### config.mk
export PLATFORM = sky130hd
export DESIGN_NAME = power_mode_controller
export DESIGN_NICKNAME = d
export VERILOG_FILES = /design/src/rtl/power_mode_controller.sv
export SDC_FILE = /design/constraint.sdc
export NUM_CORES = 1
export LEC_CHECK = 0
export CORE_AREA = 2 2 47 49
export CTS_BUF_LIST = sky130_fd_sc_hd__clkbuf_8
export DETAILED_ROUTE_END_ITERATION = 12
export DIE_AREA = 0 0 49 51
export HOLD_SLACK_MARGIN = 0.02
export PLACE_DENSITY_LB_ADDON = 0.1
export SLEW_MARGIN = 20
export SYNTH_ARGS = -nofsm -noshare
export SYNTH_HDL_FRONTEND = slang
export SYNTH_SLANG_ARGS = --single-unit
### constraint.sdc
create_clock -name clk -period 3.2 [get_ports clk]
set_input_delay 0.8 -clock clk [delete_from_list [all_inputs] [get_ports clk]]
set_output_delay 0.8 -clock clk [all_outputs]
set_load 0.02 [all_outputs]
### src/rtl/power_mode_controller.sv
// Power/mode sequencer: long-press power-on, mode cycling, off request.
// Inactivity auto-off is built only when AUTO_OFF_EN is defined.
module power_mode_controller #(
  parameter int HOLD_CYCLES = 50,
  parameter int IDLE_CYCLES = 1000,
  parameter int CNT_W       = 16
) (
  input  logic       clk,
  input  logic       rst_n,
  input  logic       power_on_req,
  input  logic       power_off_req,
  input  logic       mode_btn,
  input  logic       activity,
  output logic       power_on,
  output logic [1:0] mode,
  output logic [1:0] state,
  output logic       timeout_pulse
);

  typedef enum logic [1:0] {
    S_OFF    = 2'd0,
    S_ARMING = 2'd1,
    S_ON     = 2'd2,
    S_WAIT   = 2'd3
  } state_t;

  if (HOLD_CYCLES < 2 || IDLE_CYCLES < 2 ||
      longint'(HOLD_CYCLES) >= (longint'(1) << CNT_W) ||
      longint'(IDLE_CYCLES) >= (longint'(1) << CNT_W))
  begin : g_bad_cfg
    $error("power_mode_controller: bad parameters");
  end

  localparam logic [CNT_W-1:0] HOLD_LAST =
    CNT_W'(HOLD_CYCLES - 1);

  state_t           st_q, st_d;
  logic [CNT_W-1:0] hold_q, hold_d;
  logic [1:0]       mode_q, mode_d;
  logic             btn_q;
  logic             btn_rise;

  assign btn_rise = mode_btn & ~btn_q;

`ifdef AUTO_OFF_EN
  localparam logic [CNT_W-1:0] IDLE_LAST =
    CNT_W'(IDLE_CYCLES - 1);

  logic [CNT_W-1:0] idle_q, idle_d;
  logic             tp_q, tp_d;
  logic             idle_hit;

  assign idle_hit = ~activity & (idle_q == IDLE_LAST);
`else
  logic             act_unused;

  assign act_unused = activity;
`endif

  always_ff @(posedge clk or negedge rst_n) begin
    if (!rst_n) begin
      st_q   <= S_OFF;
      hold_q <= '0;
      mode_q <= 2'd0;
      btn_q  <= 1'b0;
    end else begin
      st_q   <= st_d;
      hold_q <= hold_d;
      mode_q <= mode_d;
      btn_q  <= mode_btn;
    end
  end

`ifdef AUTO_OFF_EN
  always_ff @(posedge clk or negedge rst_n) begin
    if (!rst_n) begin
      idle_q <= '0;
      tp_q   <= 1'b0;
    end else begin
      idle_q <= idle_d;
      tp_q   <= tp_d;
    end
  end
`endif

  always_comb begin
    st_d   = st_q;
    hold_d = hold_q;
    mode_d = mode_q;
`ifdef AUTO_OFF_EN
    idle_d = idle_q;
    tp_d   = 1'b0;
`endif
    unique case (st_q)
      S_OFF: begin
        hold_d = '0;
        if (power_on_req) begin
          st_d   = S_ARMING;
          hold_d = CNT_W'(1);
        end
      end
      S_ARMING: begin
        if (!power_on_req) begin
          st_d   = S_OFF;
          hold_d = '0;
        end else if (hold_q == HOLD_LAST) begin
          st_d   = S_ON;
          mode_d = 2'd0;
`ifdef AUTO_OFF_EN
          idle_d = '0;
`endif
        end else begin
          hold_d = hold_q + CNT_W'(1);
        end
      end
      S_ON: begin
        if (power_off_req) begin
          st_d = S_WAIT;
`ifdef AUTO_OFF_EN
        end else if (idle_hit) begin
          st_d = S_WAIT;
          tp_d = 1'b1;
`endif
        end else begin
`ifdef AUTO_OFF_EN
          if (activity || btn_rise)
            idle_d = '0;
          else if (idle_q != IDLE_LAST)
            idle_d = idle_q + CNT_W'(1);
`endif
          // Mode wraps MANUAL -> SEMI_AUTO -> AUTO -> MANUAL
          if (btn_rise)
            mode_d = (mode_q == 2'd2) ? 2'd0 :
                     mode_q + 2'd1;
        end
      end
      S_WAIT: begin
        if (!power_on_req)
          st_d = S_OFF;
      end
      default: st_d = S_OFF;
    endcase
  end

  assign power_on = (st_q == S_ON);
  assign state    = st_q;
  assign mode     = mode_q;
`ifdef AUTO_OFF_EN
  assign timeout_pulse = tp_q;
`else
  assign timeout_pulse = 1'b0;
`endif

endmodule

==> metrics.yaml <==
synth_fp_nets: 133
worstSetupStartpointType: "register"
antenna_cells: 0
drcViolationCount: 0
p_seq_share_pct: 55.8
cts_made_buffers: 3
worstSetupPathType: "reg2out"
fmax_mhz: 381
worst_slew_pin_slew_ns: 0.548
pwr-share-comb_pct: 9.3
syn_area_per_cell_um2: 9.59
cts_buffer_depth: 2
max_stage_delay_ns: 0.67
placed_area_mm2: 0.00126
htreeDepth: 1
clkTransAtPathRegs_ns: 0.08
wirelength_mm: 2.29
tns_ns: 0
fin_ws_ns: 0.573
worstPathArrival_ns: 1.83
rows: 17
final_common_cell: "dfrtp_1"
core_area_mm2: 0.00206
dp.cells: 154
cp_max_fo: 17
layout.cells.most_common_list: "21 x dfrtp_1, 11 x nor2_1, 10 x o21ai_0, 9 x nand3_1, 9 x clkdlybuf4s50_1"
yosysUniqueCellTypes: 40
synth_ff_type: "dfrtp_1"
final_area_mm2: 0.00131
leakage_nw: 0.548
final_layout_size_suffix_gt1_share_pct: 6.92
crit_slowest_cell: "dfrtp_1"
dpl.hpwl_mm: 1.61
cts_root_buf: "clkbuf_8"
start_util_pct: 58.1
via_per_inst: 5.91
fp.dieH_um: 51
gr-total-overflow: 0
dp_slack_ns: 0.657
crit_chain: "nand2b_1 > inv_1 > clkdlybuf4s50_1"
grt_max_degree: 22
fin_worst_skew_ns: 0.0129
groute.usage.overall_pct: 20.3
rsz0062_at_grt: "false"
peakVddDrop_uv: 269
clock_latency_ns: 0.27
min_path_type: "reg2reg"
period_share_pct: 82.1
layout.nets: 139
cts_tree: "yes"
drt_iter0_drc: 16
die_area_mm2: 0.00250
power.switching_mw: 0.121
die_w_um: 49
power.internal_mw: 0.381
status: "completed"
synthArstFlopShare_pct: 100
powerDensity_mw_per_mm2: 382
synth_area_mm2: 0.00120
grt_pass1_vias: 824
ant_nets: 0
syn_to_final_growth_pct: 9.50
final.min_clock_period_ns: 2.63
cp.required_ns: 2.40
pwr-share-clk_pct: 35.0
ys_seq_elements: 21
report.final.slew_viol_count: 0
grt_pass1_wl_mm: 3.86
antenna_found_initial: 0
firstDrtPassIters: 4
vias: 933
port_buffers: 9
ios: 12
num-fill-cells: 179
netlist_instances: 125
post_cts_buffers: 0
finalSetupViolCount: 0
seq_area_frac_synth_pct: 43.8
postCtsHoldBufs: 0
drv_cap: 0
cts.sinks: 21
stdcell_count: 158
max_slew_margin_pct: 63.5
hold_viol: 0
globalplace.congestion: 0.801
yosys_warnings: 0
cts_resized: 0
worstSetupEndpointType: "output pin"
synth_edf_count: 0
switching_share_pct: 24.1
wl_per_cell_um: 14.5
power groups by stage:
stage               Clock [mW]  Combinational, mW  Sequential (mW)
floorplan                    0             0.0214            0.288
global placement             0             0.0459            0.285
detailed placement           0             0.0471            0.285
CTS                      0.183             0.0474            0.280
global route             0.195             0.0510            0.281
finish                   0.175             0.0464            0.280
worst max-delay path: cells and delay by family (launching register included):
family	cells	cell delay (ns)
DFF	1	0.67
buffers and inverters	2	0.70
and+or+nand+nor	1	0.18
area by class of cell:
type / count / area [µm²] / area share (%)
Clock buffer: 3 / 41.3 / 3.15
Sequential cell: 21 / 526 / 40.0
Tap cell: 28 / 35.0 / 2.67
Clock inverter: 1 / 7.51 / 0.572
Multi-Input combinational cell: 91 / 591 / 45.0
Timing Repair Buffer: 10 / 97.6 / 7.44
Inverter: 4 / 15.0 / 1.14
per-stage QoR:
step	power, mW	util (%)	hold slack, ns
floorplan	0.309	-	0.478
global placement	0.331	61.2	0.517
detailed placement	0.332	61.2	0.519
CTS	0.510	63.6	0.529
global route	0.527	63.6	0.560
finish	0.502	63.6	0.532
flip-flops by register name, summed over array words and instances, names as in the netlist, named ones only:
signal	flops
btn_q	1
mode	2
state	1
hold_q	16
path summary, 6_finish.rpt:
kind / start / endpoint / slack [ns] / cells after the start
setup / recovery: register / power_on / 0.57 / 3
min in group asynchronous: rst_n / mode[1]$_DFFE_PN0P_ / 0.87 / 2
hold reg to reg: hold_q[9]$_DFFE_PN0P_ / hold_q[9]$_DFFE_PN0P_ / 0.53 / 1
hold / removal: hold_q[9]$_DFFE_PN0P_ / hold_q[9]$_DFFE_PN0P_ / 0.53 / 1
max in group asynchronous: rst_n / hold_q[3]$_DFFE_PN0P_ / 2.10 / 2
setup reg to reg: hold_q[0]$_DFFE_PN0P_ / mode[0]$_DFFE_PN0P_ / 1.37 / 5
kinds of logic (layout without fill, tap and decap cells):
group	after synthesis	in the layout	synth area share (%)
and+or+nand+nor	49	49	23.6
xor gates and xnor gates	5	5	3.65
adders and majority gates	2	2	2.09
DFF	21	21	43.8
AOI/OAI and AO/OA	31	31	17.0
muxes	3	3	2.61
buffers and inverters	13	18	6.89
other	1	1	0.313
routing by layer:
| metal | routed length [µm] | GRT usage [%] | share of wire, % | vias up |
|---|---|---|---|---|
| li1 | - | - | - | 468 |
| met4 | 16 | 5.71 | 0.70 | 0 |
| met5 | 0 | 0 | 0 | - |
| met3 | 103 | 5.56 | 4.5 | 2 |
| met2 | 1050 | 32.6 | 46 | 20 |
| met1 | 1110 | 27.2 | 49 | 443 |
cells in the mapped netlist (all sizes together) (2+ instances only):
cell	number	area, µm²
o31ai	3	22.5
ha	2	25.0
nand4	4	25.0
a21oi	7	35.0
o21ai	10	50.1
nor2	11	41.3
and4	4	35.0
buf	8	63.8
nand2b	3	18.8
a31oi	3	18.8
dfrtp	21	526
and3	2	17.5
inv	4	15.0
nand3	9	45.0
xor2	4	35.0
nor4	3	18.8
nand2	8	37.5
mux2i	2	20.0
Note: power is estimated with default switching activity, not from simulation.
